$ cat config.mk
export PLATFORM = sky130hd
export DESIGN_NAME = eth_stats_sampler
export DESIGN_NICKNAME = d
export VERILOG_FILES = /design/src/rtl/eth_stats_sampler.sv
export SDC_FILE = /design/constraint.sdc
export NUM_CORES = 1
export LEC_CHECK = 0
export BUFFER_PORTS_ARGS = -buffer_cell sky130_fd_sc_hd__buf_2
export CELL_PAD_IN_SITES_DETAIL_PLACEMENT = 0
export CELL_PAD_IN_SITES_GLOBAL_PLACEMENT = 1
export CORE_ASPECT_RATIO = 2
export CORE_UTILIZATION = 35
export DETAILED_ROUTE_END_ITERATION = 8
export PLACE_DENSITY_LB_ADDON = 0.1
export SYNTH_ARGS = -nofsm -noshare
export SYNTH_HDL_FRONTEND = slang
export SYNTH_HIERARCHICAL = 1
export SYNTH_SLANG_ARGS = --single-unit
$ cat constraint.sdc
create_clock -name clk -period 6 [get_ports clk]
set_input_delay 1.2 -clock clk [delete_from_list [all_inputs] [get_ports clk]]
set_output_delay 1.2 -clock clk [all_outputs]
set_load 0.02 [all_outputs]
$ cat src/rtl/eth_stats_sampler.sv
// Periodic statistics sampler: strobes all collectors on a timer, then drains
// their snapshots one word at a time to a ready/valid stream in round-robin order.

module eth_stats_sampler_lane #(
  parameter int DATA_W = 64
) (
  input  logic              valid,
  input  logic              pending,
  input  logic [DATA_W-1:0] data_in,
  output logic              req,
  output logic [DATA_W-1:0] word
);
  // A collector only competes while its snapshot is still owed this round.
  assign req  = valid & pending;
  assign word = data_in;
endmodule

module eth_stats_sampler #(
  parameter int NUM_PORTS = 4,
  parameter int DATA_W    = 64
) (
  input  logic                        clk,
  input  logic                        rst,
  input  logic                        enable,
  input  logic                        time_running,
  input  logic [31:0]                 sample_period,
  output logic                        sample_req,
  input  logic [NUM_PORTS-1:0]        snap_valid,
  input  logic [NUM_PORTS*DATA_W-1:0] snap_data,
  output logic [NUM_PORTS-1:0]        snap_ack,
  output logic                        m_valid,
  input  logic                        m_ready,
  output logic [DATA_W-1:0]           m_data,
  output logic [2:0]                  m_port,
  output logic                        m_last,
  output logic [15:0]                 overrun_count,
  output logic                        busy
);

  typedef enum logic [2:0] {S_IDLE, S_WAIT, S_REQ, S_COLLECT, S_OUT} state_t;

  state_t                             state;
  logic [31:0]                        cnt;
  logic [NUM_PORTS-1:0]               pending;
  logic [NUM_PORTS-1:0]               req_m;
  logic [NUM_PORTS-1:0]               gnt_oh;
  logic [NUM_PORTS-1:0][DATA_W-1:0]   words;
  logic [DATA_W-1:0]                  gnt_word;
  logic [2:0]                         last_gnt;
  logic [2:0]                         gnt_idx;
  logic                               gnt_any;
  logic                               expire;
  logic                               in_round;

  for (genvar i = 0; i < NUM_PORTS; i++) begin : g_lane
    eth_stats_sampler_lane #(.DATA_W(DATA_W)) u_lane (
      .valid   (snap_valid[i]),
      .pending (pending[i]),
      .data_in (snap_data[i*DATA_W +: DATA_W]),
      .req     (req_m[i]),
      .word    (words[i])
    );
  end

  // Period expiry; >= rather than == so a shrunken period fires on the next counting cycle.
  assign expire   = (state != S_IDLE) && time_running && (sample_period != 32'd0) &&
                    (cnt >= sample_period - 32'd1);
  assign in_round = (state == S_REQ) || (state == S_COLLECT) || (state == S_OUT);

  always_comb begin
    gnt_any  = 1'b0;
    gnt_idx  = last_gnt;
    gnt_word = '0;
    for (int k = 1; k <= NUM_PORTS; k++) begin
      for (int j = 0; j < NUM_PORTS; j++) begin
        if (!gnt_any && req_m[j] && (j == (int'(last_gnt) + k) % NUM_PORTS)) begin
          gnt_any  = 1'b1;
          gnt_idx  = 3'(j);
          gnt_word = words[j];
        end
      end
    end
  end

  always_comb begin
    gnt_oh = '0;
    for (int j = 0; j < NUM_PORTS; j++)
      gnt_oh[j] = gnt_any && (gnt_idx == 3'(j));
  end

  // Ack must land in the grant cycle so the collector can drop valid before the next COLLECT.
  assign snap_ack = (state == S_COLLECT) ? gnt_oh : '0;

  always_ff @(posedge clk) begin
    if (rst) begin
      state         <= S_IDLE;
      cnt           <= '0;
      pending       <= '0;
      last_gnt      <= 3'(NUM_PORTS - 1);
      overrun_count <= '0;
      sample_req    <= 1'b0;
      m_valid       <= 1'b0;
      m_last        <= 1'b0;
      m_data        <= '0;
      m_port        <= '0;
      busy          <= 1'b0;
    end else begin
      sample_req <= 1'b0;

      if (state == S_IDLE)   cnt <= '0;
      else if (expire)       cnt <= '0;
      else if (time_running) cnt <= cnt + 32'd1;

      if (expire && in_round && (overrun_count != 16'hFFFF))
        overrun_count <= overrun_count + 16'd1;

      case (state)
        S_IDLE: begin
          if (enable && (sample_period != 32'd0)) state <= S_WAIT;
        end
        S_WAIT: begin
          if (!enable) begin
            state <= S_IDLE;
          end else if (expire) begin
            state      <= S_REQ;
            sample_req <= 1'b1;
            busy       <= 1'b1;
          end
        end
        S_REQ: begin
          pending  <= '1;
          last_gnt <= 3'(NUM_PORTS - 1);
          state    <= S_COLLECT;
        end
        S_COLLECT: begin
          if (gnt_any) begin
            pending  <= pending & ~gnt_oh;
            last_gnt <= gnt_idx;
            m_data   <= gnt_word;
            m_port   <= gnt_idx;
            m_last   <= ((pending & ~gnt_oh) == '0);
            m_valid  <= 1'b1;
            state    <= S_OUT;
          end
        end
        S_OUT: begin
          if (m_ready) begin
            m_valid <= 1'b0;
            m_last  <= 1'b0;
            if (pending != '0) begin
              state <= S_COLLECT;
            end else begin
              busy  <= 1'b0;
              state <= enable ? S_WAIT : S_IDLE;
            end
          end
        end
        default: state <= S_IDLE;
      endcase
    end
  end

endmodule

==> flow_metrics.env, run 1 <==
export IMPL_critPathArrivalTime_ns=5.85
export IMPL_min_to="m_data[54]"
export IMPL_clock_sink_count=128
export IMPL_leakage_nw=5.13
export IMPL_hold_start="m_data[54]"
export IMPL_routedWlPerCell_um=22.6
export IMPL_drive_above_1_share_pct=30.0
export IMPL_crit_buf_inv=2
export IMPL_htreeDepth=4
export IMPL_clk_path_buf_depth=2
export IMPL_coreArea_mm2=0.0328
export IMPL_vias=12031
export IMPL_cts_resized=0
export IMPL_die_x_um=131
export IMPL_timing_final_ws_setup_ns=0.526
export IMPL_reg2reg_depth=9
export IMPL_crit_path_frequent_cell="or4_1"
export IMPL_worstPathCellList="buf_2 -> or4_1 -> or3_1 -> or3_4 -> nor4_4 -> nand3b_1 -> nor4_1 -> xnor2_1 -> ha_1 -> nand2_1 -> nor3_1 -> o21bai_2 -> a211o_1 -> buf_12 -> or4_1 -> a21oi_1"
export IMPL_first_global_vias=12193
export IMPL_syn_avg_cell_area_um2=7.57
export IMPL_finalMaxSlewViolations=0
export IMPL_min_path_cells=2
export IMPL_startpoint_type="input pin"
export IMPL_grt_max_degree=59
export IMPL_clk_latency_ns=0.45
export IMPL_grt_total_usage_pct=27.3
export IMPL_setup_tns_ns=0
export IMPL_drv_cap=0
export IMPL_reg2reg_slack_ns=2.39
export IMPL_synth_largest_area_cell="dfxtp_1"
export IMPL_synth_nets=1866
export IMPL_reg2reg_from="pending[3]"
export IMPL_finalWirelength_um=46400
export IMPL_ir_drop_uv=194
export IMPL_die_area_mm2=0.0339
export IMPL_ys_seq_area_share_pct=22.1
export IMPL_hp_class="flop to flop"
export IMPL_setup_viol=0
export IMPL_cts_root_buf="clkbuf_16"
export IMPL_syn_inst=1533
export IMPL_period_share_pct=91.2
export IMPL_outcome="finished, final reports clean"
export IMPL_port_buffers=387
export IMPL_drt_iter0_drc=733
export IMPL_clk_pin_slew_ns=0.07
export IMPL_cp_max_fo=25
export IMPL_finalCriticalPeriod_ns=5.47
export IMPL_initial_utilization_pct=35.4
export IMPL_overflow=0
export IMPL_cts_hold_buf=0
export IMPL_antenna_found_initial=13
export IMPL_worst_pin_slew_ns=1.11
export IMPL_slowest_delay_ns=0.58
export IMPL_yosysWarnings=6
export IMPL_ant_nets=0
export IMPL_max_freq_mhz=183
export IMPL_slowest_stage="or4_1"
export IMPL_critPathLaunch="sample_period[6]"
export IMPL_relSlewSlack_pct=25.6
export IMPL_place_ws_ns=0.0524
export IMPL_post_dp_hpwl_um=33000
export IMPL_die_h_um=260
export IMPL_endpoint_kind="flop"
export IMPL_power_density_mw_per_mm2=186
export IMPL_pin_count=388
export IMPL_finalPower_mw=2.35
export IMPL_worstPathRequired_ns=6.37
export IMPL_place_inst=2015
export IMPL_path_class="input pin to flop"
export IMPL_grt_pass1_wl_um=69500
export IMPL_hold_viol=0
export IMPL_core_rowCount=94
export IMPL_crit_family="simple AND/OR/NAND/NOR gates"
export IMPL_vias_per_cell=5.85
export IMPL_gp_congestion=0.854
export IMPL_synth_top_cell_area_share_pct=22.1
export IMPL_post_cts_setup_buffers=0
export IMPL_synth_flop_cell="dfxtp_1"
export IMPL_synth_seq_cells=128
export IMPL_numCtsBuffers=17
export IMPL_synth_cell_types=61
export IMPL_cts_tree="done"
export IMPL_async_reset_ff_share_pct=0
export IMPL_synth_edf_count=0
export IMPL_clock_skew_ns=0.0145
export IMPL_synth_area_mm2=0.0116
export IMPL_syn_to_final_growth_pct=8.79
export IMPL_drt_first_pass_iters=5
export IMPL_ys_top_cells_by_area="dfxtp_1 (22%), buf_4 (17%), a221oi_1 (8.2%), nor2_1 (4.8%), a21oi_1 (4.0%)"
export IMPL_final_cells=2055
export IMPL_reg2reg_to="m_data[48]"
export IMPL_hold_worst_slack_ns=0.453
export IMPL_drc_errors=0
export IMPL_rsz0062_at_grt="no"
export IMPL_fin_nets=1935
[worst min-delay path: cells and delay by family (launching register included)]
family	cells	cell delay, ns
DFF	1	0.31
and+or+nand+nor	1	0.05
AOI/OAI and AO/OA	1	0.05
[area by class of cell]
cell class | count | area (um2)
antenna | 8 | 20.0
inverter | 11 | 41.3
tap | 432 | 541
multi-input combinational | 1027 | 6660
clock buffer | 17 | 425
timing repair buffer | 417 | 2180
clock inverter | 15 | 200
sequential | 128 | 2560
fill | 3537 | 20200
[how the worst max path moves through the flow]
stage	end	slack (ns)	cells after the start
floorplan	overrun_count[11]	0.80	14
global route	overrun_count[5]	0.31	16
finish	overrun_count[5]	0.53	16
detailed placement	overrun_count[13]	0.05	16
global placement	overrun_count[11]	0.16	16
CTS	overrun_count[5]	0.50	16
[metal layers]
metal / GRT usage, % / up-vias / wire length, um
li1: - / 5646 / -
met1: 27.7 / 5806 / 16700
met2: 51.6 / 466 / 25200
met3: 5.56 / 101 / 2710
met4: 12.9 / 12 / 1690
met5: 0 / - / 79
[per-stage QoR]
step                      util [%]  area [um2]
after floorplan                  -       11600
after global placement        36.5       12000
after detailed placement      36.5       12000
after CTS                     38.4       12600
after global routing          38.5       12600
final                         38.5       12600
[synthesized netlist by cell type, types with 11 or more instances]
| cell type | instances |
|---|---|
| nor4_1 | 11 |
| a211oi_1 | 32 |
| xnor2_1 | 33 |
| nor2_2 | 11 |
| nand3_1 | 51 |
| a222oi_1 | 17 |
| nand2_1 | 91 |
| buf_4 | 258 |
| a221oi_1 | 109 |
| inv_1 | 11 |
| o21ai_0 | 74 |
| dfxtp_1 | 128 |
| a21oi_1 | 92 |
| o22ai_1 | 54 |
| nand4_1 | 16 |
| clkbuf_1 | 101 |
| o31ai_1 | 11 |
| nor2_1 | 149 |
| ha_1 | 36 |
| xor2_1 | 28 |
| nor3_1 | 33 |
| or4_1 | 15 |
| nor2b_1 | 14 |
| a221o_1 | 40 |
[cell families (layout without fill, tap and decap cells)]
logic type                 after synthesis  after routing  synth area share, %
AOI/OAI and AO/OA                      476            476                 29.3
and+or+nand+nor                        450            450                 18.9
buffers and inverters                  378            460                 20.9
DFF                                    128            128                 22.1
xor gates and xnor gates                61             61                 4.60
adders and majority gates               36             36                 3.88
muxes                                    4              4                0.367
other                                    0              8                    0
[sequential cells by signal (all words and copies together), names as in the netlist, 2 cells and up]
name           cells
overrun_count     16
m_port             3
pending            4
last_gnt           2
state              3
m_data            64
cnt               32
[report_power, final]
part / switching, mW / total (mW) / internal, mW
registers: 0.00615 / 0.861 / 0.855
logic: 0.196 / 0.340 / 0.144
clock network: 0.477 / 1.15 / 0.670
[cell usage in the layout, fill, tap and decap left out, types with 9 or more instances in the layout]
cell type  Yosys  layout
and2_1         9       9
nor2_1       149     147
a222oi_1      17      17
clkbuf_16      0      17
o21ai_0       74      73
or4_1         15      15
nand2_1       91      91
nor4_1        11      11
nor2_2        11      11
nor3_1        33      32
dfxtp_1      128     128
buf_2          0     386
a221o_1       40      40
ha_1          36      36
nand3_1       51      49
buf_4        258      30
xor2_1        28      28
a221oi_1     109     109
inv_1         11      11
nor2b_1       14      14
a211oi_1      32      32
and3_1        10      10
o22ai_1       54      54
a21oi_1       92      91
xnor2_1       33      33
nand4_1       16      16
o31ai_1       11      11
Power figures use the tool's default switching activity.
==> run 2, diff against run 1 <==
--- a/config.mk
+++ b/config.mk
@@ -10,6 +10,7 @@
 export CELL_PAD_IN_SITES_GLOBAL_PLACEMENT = 1
 export CORE_ASPECT_RATIO = 2
 export CORE_UTILIZATION = 35
+export CTS_BUF_LIST = sky130_fd_sc_hd__clkbuf_4 sky130_fd_sc_hd__clkbuf_8
 export DETAILED_ROUTE_END_ITERATION = 8
 export PLACE_DENSITY_LB_ADDON = 0.1
 export SYNTH_ARGS = -nofsm -noshare
==> run 2 against run 1 <==
  * Via count down 0.30%
  * Global-route usage down 0.15 points
  * Die area unchanged
  * Count of clock-buffer cells in the layout unchanged
  * Critical endpoint unchanged
  * Largest cell class unchanged
  * Highest routed layer unchanged
==> flow_metrics.env, run 2 (synthesis gave the netlist of run 1 again) <==
export IMPL_cts_hold_buf=0
export IMPL_vias=11995
export IMPL_clk_latency_ns=0.49
export IMPL_period_share_pct=90.4
export IMPL_hold_worst_slack_ns=0.457
export IMPL_antenna_found_initial=14
export IMPL_regArea_mm2=0.00256
export IMPL_die_x_um=131
export IMPL_ir_drop_uv=144
export IMPL_hold_viol=0
export IMPL_min_path_cells=2
export IMPL_drt_first_pass_iters=9
export IMPL_final_common_cell="buf_2"
export IMPL_pin_count=388
export IMPL_worstPathRequired_ns=6.41
export IMPL_top_register="m_data"
export IMPL_numCtsBuffers=17
export IMPL_gp_congestion=0.854
export IMPL_fin_nets=1935
export IMPL_relSlewSlack_pct=25.8
export IMPL_reg2reg_depth=9
export IMPL_fillCellCount=3574
export IMPL_setup_viol=0
export IMPL_clk_path_buf_depth=2
export IMPL_endpoint_kind="flop"
export IMPL_post_cts_setup_buffers=0
export IMPL_drt_iter0_drc=704
export IMPL_routedWlPerCell_um=22.5
export IMPL_initial_utilization_pct=35.4
export IMPL_rsz0062_at_grt="no"
export IMPL_port_buffers=387
export IMPL_finish_utilization_pct=37.9
export IMPL_first_global_vias=12168
export IMPL_largest_register_ffs=64
export IMPL_drive_above_1_share_pct=30.0
export IMPL_place_inst=2015
export IMPL_startpoint_type="input pin"
export IMPL_vias_per_cell=5.83
export IMPL_cts_root_buf="clkbuf_8"
export IMPL_power_density_mw_per_mm2=166
export IMPL_path_class="input pin to flop"
export IMPL_worst_pin_slew_ns=1.10
export IMPL_critPathArrivalTime_ns=5.83
export IMPL_grt_pass1_wl_um=69200
export IMPL_core_rowCount=94
export IMPL_final_area_mm2=0.0124
export IMPL_cts_resized=0
export IMPL_clock_sink_count=128
export IMPL_ant_nets=0
export IMPL_drc_errors=0
export IMPL_coreArea_mm2=0.0328
export IMPL_multiInputGateArea_mm2=0.00666
export IMPL_die_area_mm2=0.0339
export IMPL_setup_tns_ns=0
export IMPL_top_regs="m_data (64), cnt (32), overrun_count (16)"
export IMPL_drv_cap=0
export IMPL_grt_total_usage_pct=27.1
export IMPL_hp_class="flop to flop"
export IMPL_htreeDepth=4
export IMPL_grt_max_degree=59
export IMPL_leakage_nw=5.04
export IMPL_outcome="finished, final reports clean"
export IMPL_die_h_um=260
export IMPL_syn_to_final_growth_pct=7.16
export IMPL_final_cells=2056
export IMPL_overflow=0
export IMPL_cp_max_fo=25
export IMPL_finalCriticalPeriod_ns=5.42
export IMPL_finalMaxSlewViolations=0
export IMPL_mostFrequentLayoutCells="buf_2 (386), nor2_1 (147), dfxtp_1 (128), a221oi_1 (109)"
export IMPL_postPlaceCellArea_mm2=0.0120
export IMPL_clock_skew_ns=0.0209
export IMPL_cts_tree="done"
export IMPL_clk_pin_slew_ns=0.10
export IMPL_max_freq_mhz=184
export IMPL_finalWirelength_um=46300
export IMPL_post_dp_hpwl_um=33000
[run 2: cell count changes in the layout (fill, tap and decap cells not counted)]
cell	previous run	this run
clkbuf_16	17	0
clkbuf_8	0	17
diode_2	8	9
[run 2: critical path: stages]
cell and delay [ns]:
buf_2 0.13, or4_1 0.58, or3_1 0.44, or3_4 0.44, nor4_4 0.18, nand3b_1 0.22, nor4_1 0.37, xnor2_1 0.12
ha_1 0.31, nand2_1 0.08, nor3_1 0.41, o21bai_2 0.12, a211o_1 0.41, buf_12 0.21, or4_1 0.46, a21oi_1 0.15
[run 2: worst paths after layout]
path | startpoint | end | slack (ns)
setup reg to reg | pending[3] | m_data[48] | 2.39
hold reg to reg | m_data[54] | m_data[54] | 0.46
setup / recovery | sample_period[6] | overrun_count[5] | 0.58
hold / removal | m_data[54] | m_data[54] | 0.46
[run 2: final cells by class]
cell class              count  area share [%]
repair buffers            417            17.5
flip-flops and latches    128            20.6
well taps                 432            4.35
clock buffers              17            1.88
diodes                      9           0.181
multi-input cells        1027            53.5
inverters                  11           0.332
clock inverters            15            1.61
[run 2: through the flow]
| stage | setup slack, ns | total power, mW |
|---|---|---|
| after floorplan | 0.802 | 1.17 |
| after global placement | 0.156 | 1.22 |
| after detailed placement | 0.0524 | 1.22 |
| after CTS | 0.559 | 2.10 |
| after global routing | 0.371 | 2.17 |
| final | 0.578 | 2.07 |
[run 2: report_power, final]
part / switching (mW) / internal, mW / total [mW]
logic: 0.196 / 0.144 / 0.340
registers: 0.00611 / 0.854 / 0.860
clock network: 0.439 / 0.427 / 0.866
[run 2: layer usage]
layer	vias to the layer above	GRT usage [%]	routed length [um]
li1	5639	-	-
met1	5758	27.6	16700
met2	479	51.2	25000
met3	105	5.94	2760
met4	14	12.5	1830
met5	-	0	95
==> run 3, diff against run 2 <==
==> constraint.sdc (replaced) <==
create_clock -name clk -period 5.3 [get_ports clk]
set_input_delay 1.06 -clock clk [delete_from_list [all_inputs] [get_ports clk]]
set_output_delay 1.06 -clock clk [all_outputs]
set_load 0.02 [all_outputs]
==> run 3 against run 2 <==
  * Clock power increased by 3.2%
  * Die area did not move
  * Clock skew increased by 0.0016 ns
  * Setup slack worse by 0.35 ns
  * Global-route usage up 0.56 points
  * Wire length rose by 1.3%
  * First-iteration DRC count decreased by 7.7%
  * Largest cell class unchanged
  * Count of clock-buffer cells in the layout rose by 1
  * Flip-flop and latch count did not move
==> flow_metrics.env, run 3 (synthesis gave the netlist of run 1 again) <==
export IMPL_top_register="m_data"
export IMPL_antenna_found_initial=11
export IMPL_post_cts_setup_buffers=0
export IMPL_clk_latency_ns=0.50
export IMPL_routedWlPerCell_um=22.6
export IMPL_vias=12102
export IMPL_rsz0062_at_grt="no"
export IMPL_reg2reg_depth=7
export IMPL_place_ws_ns=-0.275
export IMPL_timing_final_ws_setup_ns=0.232
export IMPL_htreeDepth=4
export IMPL_initial_utilization_pct=35.4
export IMPL_first_global_vias=12305
export IMPL_die_h_um=260
export IMPL_worstPathCellList="buf_2 -> or4_1 -> or3_1 -> or3_4 -> or3b_2 -> xor2_1 -> ha_1 -> nand2_1 -> nor4_1 -> nor3b_1 -> a22oi_1 -> a211o_1 -> buf_12 -> or4_1 -> a21oi_1"
export IMPL_hold_worst_slack_ns=0.457
export IMPL_slowest_delay_ns=0.55
export IMPL_cp_max_fo=25
export IMPL_finalMaxSlewViolations=0
export IMPL_clock_sink_count=128
export IMPL_largest_register_ffs=64
export IMPL_ant_nets=0
export IMPL_setup_tns_ns=0
export IMPL_drt_first_pass_iters=6
export IMPL_pin_count=388
export IMPL_clock_skew_ns=0.0225
export IMPL_drive_above_1_share_pct=31.2
export IMPL_overflow=0
export IMPL_max_freq_mhz=197
export IMPL_outcome="finished, final reports clean"
export IMPL_path_class="input pin to flop"
export IMPL_grt_pass1_wl_um=70600
export IMPL_hp_class="flop to flop"
export IMPL_leakage_nw=5.15
export IMPL_vias_per_cell=5.82
export IMPL_finalWirelength_um=47000
export IMPL_postPlaceCellArea_mm2=0.0122
export IMPL_gp_congestion=0.831
export IMPL_cts_tree="done"
export IMPL_setup_viol=0
export IMPL_crit_path_frequent_cell="or4_1"
export IMPL_fillCellCount=3614
export IMPL_post_dp_hpwl_um=33200
export IMPL_port_buffers=387
export IMPL_relSlewSlack_pct=27.4
export IMPL_worstPathRequired_ns=5.72
export IMPL_coreArea_mm2=0.0328
export IMPL_final_area_mm2=0.0126
export IMPL_finalCriticalPeriod_ns=5.07
export IMPL_finalPower_mw=2.26
export IMPL_period_share_pct=95.6
export IMPL_critPathArrivalTime_ns=5.49
export IMPL_drv_cap=0
export IMPL_cts_root_buf="clkbuf_8"
export IMPL_power_density_mw_per_mm2=179
export IMPL_ir_drop_uv=156
export IMPL_core_rowCount=94
export IMPL_grt_max_degree=65
export IMPL_reg2reg_slack_ns=1.94
export IMPL_clk_path_buf_depth=2
export IMPL_clk_pin_slew_ns=0.09
export IMPL_syn_to_final_growth_pct=8.52
export IMPL_mostFrequentLayoutCells="buf_2 (386), nor2_1 (147), dfxtp_1 (128), a221oi_1 (109)"
export IMPL_endpoint_kind="flop"
export IMPL_drc_errors=0
export IMPL_die_x_um=131
export IMPL_slowest_stage="or4_1"
export IMPL_die_area_mm2=0.0339
export IMPL_numCtsBuffers=17
export IMPL_fin_nets=1963
export IMPL_hold_viol=0
export IMPL_grt_total_usage_pct=27.7
export IMPL_startpoint_type="input pin"
export IMPL_drt_iter0_drc=650
export IMPL_min_path_cells=2
export IMPL_final_common_cell="buf_2"
export IMPL_cts_hold_buf=0
export IMPL_cts_resized=0
export IMPL_worst_pin_slew_ns=1.08
export IMPL_top_regs="m_data (64), cnt (32), overrun_count (16)"
==> run 3: cell count changes in the layout (fill, tap and decap cells not counted), moves of 2 or more <==
cell | previous run | this run
buf_4 | 30 | 58
bufinv_16 | 3 | 1
diode_2 | 9 | 5
inv_6 | 5 | 7
inv_8 | 3 | 1
==> run 3: path summary, 6_finish.rpt <==
check	end	from
worst min register to register	m_data[19]	m_data[19]
worst min-delay path	m_data[19]	m_data[19]
worst max register to register	last_gnt[0]	pending[2]
worst max-delay path	overrun_count[3]	sample_period[6]
==> run 3: critical path: cells and delay by family <==
kind | cells | cell delay (ns)
simple gates | 8 | 2.97
compound gates | 3 | 0.70
buf+inv | 2 | 0.30
fa+ha+maj | 1 | 0.29
xor+xnor | 1 | 0.16
==> run 3: cell type report <==
class / instances / area (um2) / share of cell area [%]
multi-input cells: 1027 / 6660 / 52.9
flip-flops and latches: 128 / 2560 / 20.3
repair buffers: 445 / 2390 / 19.0
well taps: 432 / 541 / 4.29
clock buffers: 18 / 248 / 1.97
clock inverters: 14 / 144 / 1.14
inverters: 11 / 41.3 / 0.328
diodes: 5 / 12.5 / 0.0994
==> run 3: per-stage QoR <==
stage	instances	util (%)
after floorplan	1533	-
after global routing	2080	38.4
after global placement	2043	37.1
after CTS	2075	38.3
after detailed placement	2043	37.1
final	2080	38.4
==> run 3: power by group <==
group | total, mW | switching (mW) | internal (mW) | leakage, nW
combinational | 0.391 | 0.222 | 0.169 | 3.93
clock | 0.894 | 0.496 | 0.398 | 0.194
sequential | 0.974 | 0.00675 | 0.967 | 1.03
total | 2.26 | 0.725 | 1.53 | 5.15
==> run 3: layer usage <==
layer | vias up | wire length (um) | GRT usage, %
met5 | - | 62 | 0
met4 | 10 | 1910 | 13.5
met3 | 99 | 2850 | 6.74
met2 | 437 | 25000 | 50.7
met1 | 5862 | 17200 | 28.7
li1 | 5694 | - | -
